### src/rtl/uart_tx_if.sv
// Parallel request side and serial line of the UART transmitter.
// The master drives the byte and frame options; the slave returns the line and busy.
interface uart_tx_if #(
    parameter int unsigned DATA_WIDTH     = 8,
    parameter int unsigned PRESCALE_WIDTH = 6
);
    logic [DATA_WIDTH-1:0]     P_DATA;
    logic                      Data_Valid;
    logic                      PAR_EN;
    logic                      PAR_TYP;
    logic [PRESCALE_WIDTH-1:0] Prescale;
    logic                      TX_OUT;
    logic                      busy;

    modport master (
        output P_DATA, Data_Valid, PAR_EN, PAR_TYP, Prescale,
        input  TX_OUT, busy
    );

    modport slave (
        input  P_DATA, Data_Valid, PAR_EN, PAR_TYP, Prescale,
        output TX_OUT, busy
    );
endinterface

### src/rtl/uart_tx.sv
// UART transmitter: start bit, 8 data bits LSB first, optional parity, stop bit.
// Each bit lasts Prescale clocks. TX_OUT and busy come directly from registers.
module uart_tx #(
    parameter int unsigned DATA_WIDTH     = 8,
    parameter int unsigned PRESCALE_WIDTH = 6
) (
    input logic     clk,
    input logic     rst,
    uart_tx_if.slave bus
);
    typedef enum logic [2:0] {IDLE, START, DATA, PARITY, STOP} state_t;

    state_t                    state_q, state_d;
    logic [DATA_WIDTH-1:0]     data_q, data_d;
    logic                      par_en_q, par_en_d;
    logic                      par_typ_q, par_typ_d;
    logic [PRESCALE_WIDTH-1:0] presc_q, presc_d;
    logic [PRESCALE_WIDTH-1:0] cnt_q, cnt_d;
    logic [2:0]                idx_q, idx_d;
    logic                      tx_q, tx_d;
    logic                      busy_q, busy_d;
    logic                      bit_done;
    logic                      parity_bit;

    assign bit_done   = (cnt_q == presc_q - PRESCALE_WIDTH'(1));
    assign parity_bit = (^data_q) ^ par_typ_q;

    always_comb begin
        state_d   = state_q;
        data_d    = data_q;
        par_en_d  = par_en_q;
        par_typ_d = par_typ_q;
        presc_d   = presc_q;
        cnt_d     = cnt_q;
        idx_d     = idx_q;
        tx_d      = tx_q;
        busy_d    = busy_q;

        // Line level and busy are computed for the state being entered, so
        // both outputs change on the same edge as the state register.
        case (state_q)
            IDLE: begin
                tx_d   = 1'b1;
                busy_d = 1'b0;
                cnt_d  = '0;
                idx_d  = '0;
                if (bus.Data_Valid) begin
                    data_d    = bus.P_DATA;
                    par_en_d  = bus.PAR_EN;
                    par_typ_d = bus.PAR_TYP;
                    presc_d   = (bus.Prescale == '0) ? PRESCALE_WIDTH'(1) : bus.Prescale;
                    state_d   = START;
                    tx_d      = 1'b0;
                    busy_d    = 1'b1;
                end
            end
            START: begin
                if (bit_done) begin
                    cnt_d   = '0;
                    idx_d   = '0;
                    tx_d    = data_q[0];
                    state_d = DATA;
                end else begin
                    cnt_d = cnt_q + PRESCALE_WIDTH'(1);
                end
            end
            DATA: begin
                if (bit_done) begin
                    cnt_d = '0;
                    if (idx_q == 3'd7) begin
                        if (par_en_q) begin
                            state_d = PARITY;
                            tx_d    = parity_bit;
                        end else begin
                            state_d = STOP;
                            tx_d    = 1'b1;
                        end
                    end else begin
                        idx_d = idx_q + 3'd1;
                        tx_d  = data_q[idx_q + 3'd1];
                    end
                end else begin
                    cnt_d = cnt_q + PRESCALE_WIDTH'(1);
                end
            end
            PARITY: begin
                if (bit_done) begin
                    cnt_d   = '0;
                    state_d = STOP;
                    tx_d    = 1'b1;
                end else begin
                    cnt_d = cnt_q + PRESCALE_WIDTH'(1);
                end
            end
            STOP: begin
                tx_d = 1'b1;
                if (bit_done) begin
                    cnt_d   = '0;
                    state_d = IDLE;
                    busy_d  = 1'b0;
                end else begin
                    cnt_d = cnt_q + PRESCALE_WIDTH'(1);
                end
            end
            default: begin
                state_d = IDLE;
                tx_d    = 1'b1;
                busy_d  = 1'b0;
                cnt_d   = '0;
                idx_d   = '0;
            end
        endcase
    end

    always_ff @(posedge clk) begin
        if (!rst) begin
            state_q   <= IDLE;
            data_q    <= '0;
            par_en_q  <= 1'b0;
            par_typ_q <= 1'b0;
            presc_q   <= '0;
            cnt_q     <= '0;
            idx_q     <= '0;
            tx_q      <= 1'b1;
            busy_q    <= 1'b0;
        end else begin
            state_q   <= state_d;
            data_q    <= data_d;
            par_en_q  <= par_en_d;
            par_typ_q <= par_typ_d;
            presc_q   <= presc_d;
            cnt_q     <= cnt_d;
            idx_q     <= idx_d;
            tx_q      <= tx_d;
            busy_q    <= busy_d;
        end
    end

    assign bus.TX_OUT = tx_q;
    assign bus.busy   = busy_q;
endmodule

### src/flat_wrapper.sv
// flat-port wrapper written by rule: the top's interface ports become plain ports
module uart_tx_flat 
#(
    parameter int unsigned DATA_WIDTH     = 8,
    parameter int unsigned PRESCALE_WIDTH = 6
)
  (clk, rst, bus_P_DATA, bus_Data_Valid, bus_PAR_EN, bus_PAR_TYP, bus_Prescale, bus_TX_OUT, bus_busy);
  uart_tx_if #(.DATA_WIDTH(DATA_WIDTH), .PRESCALE_WIDTH(PRESCALE_WIDTH)) bus_i ();
  input logic clk;
  input logic rst;
  input wire logic [$bits(bus_i.P_DATA)-1:0] bus_P_DATA;
  input wire logic [$bits(bus_i.Data_Valid)-1:0] bus_Data_Valid;
  input wire logic [$bits(bus_i.PAR_EN)-1:0] bus_PAR_EN;
  input wire logic [$bits(bus_i.PAR_TYP)-1:0] bus_PAR_TYP;
  input wire logic [$bits(bus_i.Prescale)-1:0] bus_Prescale;
  output wire logic [$bits(bus_i.TX_OUT)-1:0] bus_TX_OUT;
  output wire logic [$bits(bus_i.busy)-1:0] bus_busy;
  assign bus_i.P_DATA = bus_P_DATA;
  assign bus_i.Data_Valid = bus_Data_Valid;
  assign bus_i.PAR_EN = bus_PAR_EN;
  assign bus_i.PAR_TYP = bus_PAR_TYP;
  assign bus_i.Prescale = bus_Prescale;
  assign bus_TX_OUT = bus_i.TX_OUT;
  assign bus_busy = bus_i.busy;
  uart_tx #(.DATA_WIDTH(DATA_WIDTH), .PRESCALE_WIDTH(PRESCALE_WIDTH)) u_core (.clk(clk), .rst(rst), .bus(bus_i));
endmodule
### config.mk
export PLATFORM = sky130hd
export DESIGN_NAME = uart_tx_flat
export DESIGN_NICKNAME = d
export VERILOG_FILES = /design/src/rtl/uart_tx_if.sv /design/src/rtl/uart_tx.sv /design/src/flat_wrapper.sv
export SDC_FILE = /design/constraint.sdc
export NUM_CORES = 1
export LEC_CHECK = 0
export BUFFER_PORTS_ARGS = -buffer_cell sky130_fd_sc_hd__buf_2
export CAP_MARGIN = 10
export CORE_MARGIN = 10
export CORE_UTILIZATION = 39
export CTS_CLUSTER_SIZE = 40
export DETAILED_ROUTE_END_ITERATION = 16
export PLACE_DENSITY = 0.69
export SLEW_MARGIN = 10
export SYNTH_ARGS = -nofsm -noshare
export SYNTH_HDL_FRONTEND = slang
export SYNTH_SLANG_ARGS = --single-unit
export TNS_END_PERCENT = 20
### constraint.sdc
create_clock -name clk -period 2.92 [get_ports clk]
set_input_delay 0.146 -clock clk [delete_from_list [all_inputs] [get_ports clk]]
set_output_delay 0.146 -clock clk [all_outputs]
set_load 0.03 [all_outputs]
==> summary.md <==
| Metric | Value |
|---|---|
| Diode count | `0` |
| Placed cell area | `0.00169 mm2` |
| Area grow syn2layout | `14.5%` |
| Ports | `21` |
| Simple-gate share of the synthesized area | `23.3%` |
| Initial Util | `41.2%` |
| Netlist area before placement | `0.00156 mm2` |
| Std-Cell Rows | `22` |
| Status | `completed` |
| Post-Synth Adder-Cell Area | `3.22%` |
| RSZ-0062 raised after global routing | `no` |
| First-pass GRT wire length | `5.26 mm` |
| CP cell instances | `inv_1 > ha_1 > and2_1 > o21ai_0 > a31oi_1 > or3_4 > or4_1 > a21oi_1` |
| DP Wirelength | `2.25 mm` |
| Synth Flop Type | `dfxtp_1` |
| Synthesis warning total | `0` |
| Total CTS buffers | `5` |
| Yosys top cell area share | `38.6%` |
| Clk_skew | `0.0104 ns` |
| Synthesized area per cell | `8.45 um2` |
| Final Util | `47.2%` |
| Synth area leaders | `dfxtp_1 (39%), a21oi_1 (8.4%), xnor2_1 (7.9%), nand2_1 (7.7%), xor2_1 (3.4%)` |
| Hold Buf Count CTS | `0` |
| Fmax | `448 MHz` |
| Grt ovf | `0` |
| Leakage | `0.692 nW` |
| Hold slack final | `0.0896 ns` |
| Register area share after synthesis | `38.6%` |
| Rel. slew slack | `55.9%` |
| Postcts setup bufs | `0` |
| Tot Pwr | `0.923 mW` |
| Crit path kind | `flop to flop` |
| Worst-path clk slew | `0.07 ns` |
| Slew @ Worst Pin | `0.660 ns` |
| Peak VDD IR | `0.000368 V` |
| Die Height | `83.2 um` |
| Final instance area | `0.00178 mm2` |
| Max-capacitance violation count | `0` |
| Layout fillers | `363` |
| Min-Delay Path Class | `input port to flop` |
| Drt pass-1 iters | `4` |
| Compound-Gate Fraction of Synth Area | `15.7%` |
| Crit-path max cell delay | `0.51 ns` |
| Post-CTS Resized | `0` |
| Final setup viols | `0` |
| GR peak layer | `met2` |
| Seq cells post-synth | `30` |
| Largest net degree at the start of global routing | `21` |
| Main combinational cell family by area after synthesis | `simple AND/OR/NAND/NOR gates` |
| Synth Area in XOR/XNOR | `11.3%` |
| M1 GR Usage | `10.2%` |
| Clock Root Buffer | `clkbuf_8` |
| Max Transition Viols Final | `0` |
| Clk Latency, worst-skew pair | `0.29 ns` |
| CTS sink count | `30` |
| Final TNS setup | `0 ns` |
| Met3 GRT Util | `3.32%` |
| Syn nets | `207` |
| CTS Buffer Depth | `2` |
| Critical Path RT | `3.12 ns` |
| M2 GR Usage | `13.6%` |
| Layout cells sized above 1 | `18.5%` |
| Final hold viol count | `0` |
| Number of global-route vias before repair | `1156` |
| Gpl congestion | `0.908` |
| Initial antenna violation count | `0` |
| FFs w/ async S/R, synth | `0%` |
| CP Launch Type | `flop` |
| Number of remaining DRC errors | `0` |
| Post-DRT Antenna Nets | `0` |
| H-tree Lvls | `2` |
| Period minus WS final | `2.23 ns` |
| Most frequent cell after synthesis | `nand2_1` |
| Post-synthesis mux area share | `4.26%` |
| Critical path arrival | `2.44 ns` |
| Power Density | `518 mW/mm2` |
| Core area | `0.00377 mm2` |
| Synth top cells by count | `nand2_1 (32), dfxtp_1 (30), a21oi_1 (26)` |
| CTS tree | `done` |
| Critical-path top delay cell | `or4_1` |
| Drt via density | `4.93` |
| Buffers on Ports | `20` |
| GRT Resource Usage Total | `8.89%` |
| Library cells used by synthesis | `37` |
| Post-synth top area cell | `dfxtp_1` |
| Crit path max fanout | `15` |
| Period utilization | `76.4%` |
| Die ar. | `0.00691 mm2` |
| Per-cell routed wire length | `12.0 um` |
| NumNets Final | `227` |
| EDFF count, synth | `0` |
| WL final | `3.03 mm` |
| Vias after detailed routing | `1248` |
| Die width | `83.2 um` |
| First DRT Iteration DRCs | `36` |
| Post-synthesis cell count | `184` |
| CP endpoint kind | `flop` |
-- worst max-delay path: cells and delay by family (launching register included) --
family | cells | cell delay, ns
simple gates | 3 | 1.08
compound gates | 3 | 0.42
buf+inv | 1 | 0.06
fa+ha+maj | 1 | 0.20
flops | 1 | 0.39
-- layout by cell type, fill, tap and decap left out, drive strengths merged, types with 2 or more instances in the layout --
cell type | synthesis | routed
clkbuf | 7 | 6
nand3 | 5 | 5
nor2b | 2 | 2
nor4b | 2 | 2
dfxtp | 30 | 30
and3 | 3 | 3
o21ai | 5 | 5
or4 | 3 | 3
a21oi | 27 | 27
nor2 | 6 | 6
and2 | 5 | 5
buf | 1 | 21
o211ai | 4 | 4
nor3 | 6 | 6
xor2 | 6 | 6
xnor2 | 14 | 14
inv | 5 | 5
ha | 4 | 4
or3 | 4 | 4
mux4 | 2 | 2
nand2 | 32 | 32
-- power breakdown --
part           switching [mW]  internal (mW)
registers              0.0190          0.428
clock network           0.159          0.189
logic                  0.0663         0.0613
-- final timing paths --
path	end	from	slack [ns]	cells after the start
worst max-delay path	u_core.idx_q[0]	u_core.presc_q[0]	0.69	8
worst min-delay path	u_core.data_q[7]	bus_P_DATA[7]	0.09	3
worst max register to register	u_core.idx_q[0]	u_core.presc_q[0]	0.69	8
worst min register to register	u_core.par_typ_q	u_core.par_typ_q	0.48	2
-- metrics by stage --
stage | cells | worst slack [ns]
detailed placement | 245 | 0.701
floorplan | 184 | 0.768
finish | 253 | 0.688
global route | 253 | 0.459
global placement | 245 | 0.732
CTS | 253 | 0.687
-- area by class of cell --
type | instances | area [um2] | area share (%)
Inverter | 5 | 18.8 | 1.05
Clock inverter | 2 | 12.5 | 0.703
Clock buffer | 6 | 82.6 | 4.64
Sequential cell | 30 | 601 | 33.7
Timing Repair Buffer | 21 | 108 | 6.04
Tap cell | 48 | 60.1 | 3.37
Multi-Input combinational cell | 141 | 898 | 50.5
-- routing by layer --
| layer | up-vias | routed length, um | share of wire (%) |
|---|---|---|---|
| met5 | - | 0 | 0 |
| met4 | 0 | 74 | 2.4 |
| met3 | 5 | 84 | 2.8 |
| met2 | 15 | 1430 | 47 |
| met1 | 542 | 1440 | 48 |
| li1 | 686 | - | - |
-- cell families (layout without fill, tap and decap cells) --
kind of cell / Yosys count / count (layout)
mux: 4 / 4
xor+xnor: 20 / 20
flops: 30 / 30
simple gates: 71 / 71
fa+ha+maj: 4 / 4
buf+inv: 13 / 34
compound gates: 42 / 42
-- registers in the layout, indices dropped and copies added, names as in the netlist --
| signal | flops |
|---|---|
| u_core.cnt_q | 6 |
| u_core.par_typ_q | 1 |
| u_core.bus.busy | 1 |
| u_core.bus.TX_OUT | 1 |
| u_core.state_q | 3 |
| u_core.idx_q | 3 |
| u_core.presc_q | 6 |
| u_core.par_en_q | 1 |
| u_core.data_q | 8 |
No activity file was read; power rests on OpenSTA's default activity.
